**src/rtl/bus_arbiter.sv**
```systemverilog
// bus_arbiter: shares one peripheral/data bus between m0 (CPU MEM stage, priority)
// and m1 (DMA/boot loader) with a req/ack handshake and a starvation guard for m1.
module bus_arbiter #(
    parameter int unsigned RD_LAT      = 1,
    parameter int unsigned STARVE_LIM  = 4,
    parameter logic [31:0] PERIPH_BASE = 32'h4000_0000,
    parameter bit          M1_PERIPH   = 1'b0
) (
    input  logic        clk,
    input  logic        reset,
    input  logic        m0_req,
    input  logic        m0_wen,
    input  logic [31:0] m0_addr,
    input  logic [31:0] m0_wdata,
    output logic        m0_ack,
    output logic [31:0] m0_rdata,
    input  logic        m1_req,
    input  logic        m1_wen,
    input  logic [31:0] m1_addr,
    input  logic [31:0] m1_wdata,
    output logic        m1_ack,
    output logic [31:0] m1_rdata,
    output logic        m1_err,
    output logic        bus_en,
    output logic        bus_wen,
    output logic [31:0] bus_addr,
    output logic [31:0] bus_din,
    input  logic [31:0] bus_dout,
    output logic        busy
);

    typedef enum logic [1:0] {IDLE, ACCESS, DONE} state_t;

    state_t      state_q, state_d;
    logic [2:0]  cnt_q, cnt_d;
    logic [3:0]  starve_q, starve_d;
    logic        owner_q, owner_d;      // 1: current transaction belongs to m1
    logic        err_q, err_d;
    logic        first_q, first_d;
    logic        bus_wen_q, bus_wen_d;
    logic [31:0] bus_addr_q, bus_addr_d;
    logic [31:0] bus_din_q, bus_din_d;
    logic [31:0] m0_rdata_q, m0_rdata_d;
    logic [31:0] m1_rdata_q, m1_rdata_d;
    logic        m1_wins, m1_refused;

    always_comb begin
        state_d    = state_q;
        cnt_d      = cnt_q;
        starve_d   = starve_q;
        owner_d    = owner_q;
        err_d      = err_q;
        first_d    = first_q;
        bus_wen_d  = bus_wen_q;
        bus_addr_d = bus_addr_q;
        bus_din_d  = bus_din_q;
        m0_rdata_d = m0_rdata_q;
        m1_rdata_d = m1_rdata_q;
        m1_wins    = m1_req && (!m0_req || (starve_q >= 4'(STARVE_LIM)));
        m1_refused = !M1_PERIPH && (m1_addr >= PERIPH_BASE);

        case (state_q)
            IDLE: begin
                if (!m1_req)
                    starve_d = 4'd0;
                if (m1_wins) begin
                    owner_d  = 1'b1;
                    starve_d = 4'd0;
                    if (m1_refused) begin
                        // refused requests never touch the bus
                        err_d   = 1'b1;
                        state_d = DONE;
                    end else begin
                        err_d      = 1'b0;
                        bus_wen_d  = m1_wen;
                        bus_addr_d = m1_addr;
                        bus_din_d  = m1_wdata;
                        cnt_d      = 3'd0;
                        first_d    = 1'b1;
                        state_d    = ACCESS;
                    end
                end else if (m0_req) begin
                    owner_d    = 1'b0;
                    err_d      = 1'b0;
                    bus_wen_d  = m0_wen;
                    bus_addr_d = m0_addr;
                    bus_din_d  = m0_wdata;
                    cnt_d      = 3'd0;
                    first_d    = 1'b1;
                    state_d    = ACCESS;
                    if (m1_req && starve_q != 4'hF)
                        starve_d = starve_q + 4'd1;
                end
            end
            ACCESS: begin
                first_d = 1'b0;
                if (cnt_q == 3'(RD_LAT)) begin
                    if (!bus_wen_q) begin
                        if (owner_q)
                            m1_rdata_d = bus_dout;
                        else
                            m0_rdata_d = bus_dout;
                    end
                    state_d = DONE;
                end else begin
                    cnt_d = cnt_q + 3'd1;
                end
            end
            DONE:    state_d = IDLE;
            default: state_d = IDLE;
        endcase
    end

    always_ff @(posedge clk) begin
        if (reset) begin
            state_q    <= IDLE;
            cnt_q      <= 3'd0;
            starve_q   <= 4'd0;
            owner_q    <= 1'b0;
            err_q      <= 1'b0;
            first_q    <= 1'b0;
            bus_wen_q  <= 1'b0;
            bus_addr_q <= 32'd0;
            bus_din_q  <= 32'd0;
            m0_rdata_q <= 32'd0;
            m1_rdata_q <= 32'd0;
        end else begin
            state_q    <= state_d;
            cnt_q      <= cnt_d;
            starve_q   <= starve_d;
            owner_q    <= owner_d;
            err_q      <= err_d;
            first_q    <= first_d;
            bus_wen_q  <= bus_wen_d;
            bus_addr_q <= bus_addr_d;
            bus_din_q  <= bus_din_d;
            m0_rdata_q <= m0_rdata_d;
            m1_rdata_q <= m1_rdata_d;
        end
    end

    // write strobe only in the first ACCESS cycle so each write lands once
    assign bus_en   = (state_q == ACCESS);
    assign bus_wen  = bus_en && first_q && bus_wen_q;
    assign bus_addr = bus_addr_q;
    assign bus_din  = bus_din_q;
    assign m0_ack   = (state_q == DONE) && !owner_q;
    assign m1_ack   = (state_q == DONE) && owner_q;
    assign m1_err   = (state_q == DONE) && owner_q && err_q;
    assign m0_rdata = m0_rdata_q;
    assign m1_rdata = m1_rdata_q;
    assign busy     = (state_q != IDLE);

endmodule

```
**config.mk**
```make
export PLATFORM = sky130hd
export DESIGN_NAME = bus_arbiter
export DESIGN_NICKNAME = d
export VERILOG_FILES = /design/src/rtl/bus_arbiter.sv
export SDC_FILE = /design/constraint.sdc
export NUM_CORES = 1
export LEC_CHECK = 0
export CAP_MARGIN = 15
export CELL_PAD_IN_SITES_DETAIL_PLACEMENT = 2
export CELL_PAD_IN_SITES_GLOBAL_PLACEMENT = 2
export CORE_AREA = 2 2 171 173
export CTS_CLUSTER_DIAMETER = 30
export DETAILED_ROUTE_END_ITERATION = 6
export DIE_AREA = 0 0 173 175
export PLACE_DENSITY = 0.89
export SYNTH_ARGS = -nofsm -noshare
export SYNTH_HDL_FRONTEND = slang
export SYNTH_SLANG_ARGS = --single-unit
```
**constraint.sdc**
```tcl
create_clock -name clk -period 2.29 [get_ports clk]
set_input_delay 0.458 -clock clk [delete_from_list [all_inputs] [get_ports clk]]
set_output_delay 0.458 -clock clk [all_outputs]
set_load 0.01 [all_outputs]
```
==> qor.csv <==
metric,value,unit
cts_sinks,141,
status,completed,
ys_top_cells_by_area,"dfxtp_1, nand2_1, a21oi_1",
drv_cap,0,
hp-class,input pin to register,
max_freq,0.457,GHz
critical_path.startpoint,state_q[1]$_SDFFE_PP0P_,
worst_pin_slew,0.678,ns
cp_max_fo,4,
synth_most_common_cell,nand2_1,
critPathMaxStageDelay,0.65,ns
area_delta_synth_final,71.5,%
finalClockSkew,0.0188,ns
cts_buffers,17,
worstSetupEndpointType,primary output,
syn_nets,884,
numPortBuffers,299,
synth_ff_type,dfxtp_1,
final.period_utilization,95.6,%
vias,6268,
syn_inst,715,
initial_utilization,19.9,%
core_region_area,0.0284,mm²
path_clk_slew,0.07,ns
cpMaxStageDelayCell,clkdlybuf4s50_1,
dp_hpwl,18300,µm
yosys_warnings,0,
wire_per_inst,17.9,µm
num_io_pins,300,
crit_required,1.83,ns
core.rowCount,62,
grt.overflow.total,0,
insertion_delay,0.42,ns
max-vdd-ir-drop,0.000362,V
ys_seq_area_share,50.1,%
power_density,731,mW/mm²
drt_iter0_drc,233,
drc,0,
cts_hold_buf,0,
synth_common_cells,"nand2_1, dfxtp_1, a21oi_1, nor2_1, a211oi_1",
grt_pass1_vias,7123,
cts-root-buf,clkbuf_16,
critPathKind,register to primary output,
track_usage,16.4,%
dieHeight,175,µm
rsz0062_at_grt,no,
min_to,bus_din[16]$_SDFFE_PP0P_,
cts_tree,yes,
maxSlewHeadroom,54.1,%
place.gp.congestion,0.766,
avgSynthCellArea,7.88,µm²
setup_viol,0,
grt_max_degree,65,
rr_startpoint,cnt_q[0]$_SDFFE_PP0P_,
synth_cell_types,41,
drtAntennaViolNets,0,
htreeDepth,4,
ys_seq_elements,141,
antenna_found_initial,0,
hold_viol_final,0,
final_max_slew_viol_count,0,
diodes,0,
totalNegativeSetupSlack,0,ns
r2r-end,m0_rdata[21]$_SDFFE_PP0P_,
worstSetupStartpointType,register,
synth.largest_area_cell,dfxtp_1,
r2r_setup_slack,0.42,ns
chipWidth,173,µm
synth_area,0.00564,mm²
synth_top_area_share,50.1,%
path_cells,inv_1 -> nor3_1 -> clkdlybuf4s50_1,
final_nets,1164,
crit_arrival,1.73,ns
cts.path.max_buffers,2,
synth-async-reset-ratio,0,%
die_area,0.0303,mm²
via_per_inst,4.50,
p_leak,3.51,nW
synth_edf_count,0,
ff2ff_path_depth,6,
grt_pass1_wl,39000,µm
layout-drive-gt1-share,6.45,%
dpl-instance-area,0.00910,mm²
first_pass_iters,4,
holdCritStartpoint,reset,
fin_crit,2.19,ns
final_area,0.00967,mm²
routed_wirelength,24900,µm
min_path_cells,2,
-- registers in the layout, indices dropped and copies added (netlist names) --
signal     cells
bus_addr      32
bus_din       32
bus_wen_q      1
cnt_q          3
err_q          1
first_q        1
m0_rdata      32
m1_rdata      32
owner_q        1
starve_q       4
state_q        2
-- worst max-delay path, delay by kind of cell, from the launching register on --
family / cells / cell delay, ns
and+or+nand+nor: 1 / 0.15
buffers and inverters: 2 / 0.78
DFF: 1 / 0.39
-- layout make-up --
class	count	area, µm²
clock buffer	18	439
clock inverter	14	124
fill	3226	18700
inverter	4	15.0
multi-input combinational	510	2530
sequential	141	2820
tap	384	480
timing repair buffer	321	3250
-- worst max-delay path by stage --
stage          depth (start not counted)                        to
6_report                               3                    m0_ack
5_1_grt                                3                    m0_ack
4_1_cts                                3                    bus_en
3_5_place_dp                           7   bus_din[3]$_SDFFE_PP0P_
3_3_place_gp                           7  bus_din[18]$_SDFFE_PP0P_
2_1_floorplan                          7  bus_addr[0]$_SDFFE_PP0P_
-- metrics by stage --
| stage | std cells | setup WS [ns] | util [%] | total power (W) | hold slack, ns |
|---|---|---|---|---|---|
| 2_1_floorplan | 715 | 0.542 | - | 0.00347 | 0.444 |
| 4_1_cts | 1392 | 0.0693 | 34.0 | 0.00720 | 0.374 |
| 3_3_place_gp | 1360 | 0.0387 | 32.1 | 0.00435 | 0.441 |
| 6_report | 1392 | 0.100 | 34.1 | 0.00707 | 0.394 |
| 3_5_place_dp | 1360 | -0.0721 | 32.1 | 0.00443 | 0.452 |
| 5_1_grt | 1392 | 0.00478 | 34.1 | 0.00743 | 0.386 |
-- cells in the final DEF (no fill, tap or decap), types with 2 or more instances in the layout --
master             n
a211oi_1          63
a21oi_1          134
and3_1             2
buf_12             8
buf_4             15
clkbuf_16         17
clkdlybuf4s50_1  294
clkinv_4           3
clkinvlp_4         3
dfxtp_1          140
dlygate4sd2_1      3
ha_1               3
inv_1              4
inv_6              6
inv_8              2
nand2_1          196
nor2_1            74
nor3_1             4
nor3b_4            2
o21ai_0            3
or3b_1             2
-- kinds of logic (layout without fill, tap and decap cells) --
kind of cell / Yosys count / count (layout) / synth area share [%]
compound gates: 209 / 209 / 22.0
fa+ha+maj: 3 / 3 / 0.666
mux: 1 / 1 / 0.178
flops: 141 / 141 / 50.1
simple gates: 297 / 297 / 21.6
buf+inv: 64 / 357 / 5.46
-- report_power, final --
group | switching (W) | total [W] | internal, W
logic | 0.000758 | 0.00158 | 0.000822
registers | 0.000120 | 0.00277 | 0.00265
clock network | 0.00126 | 0.00272 | 0.00146
-- layer usage --
layer,share of wire [%],track usage (%),up-vias
met3,8.6,6.51,23
met2,50,29.5,241
li1,-,-,2977
met4,1.6,4.73,0
met5,0,0,-
met1,40,17.6,3027
-- what timing repair did --
item,in CTS,in global routing
setup endpoints to repair,5,1
buffers inserted,0,0
resized for setup,5,1
endpoints found under the hold margin,0,0
Note: power is estimated with default switching activity, not from simulation.
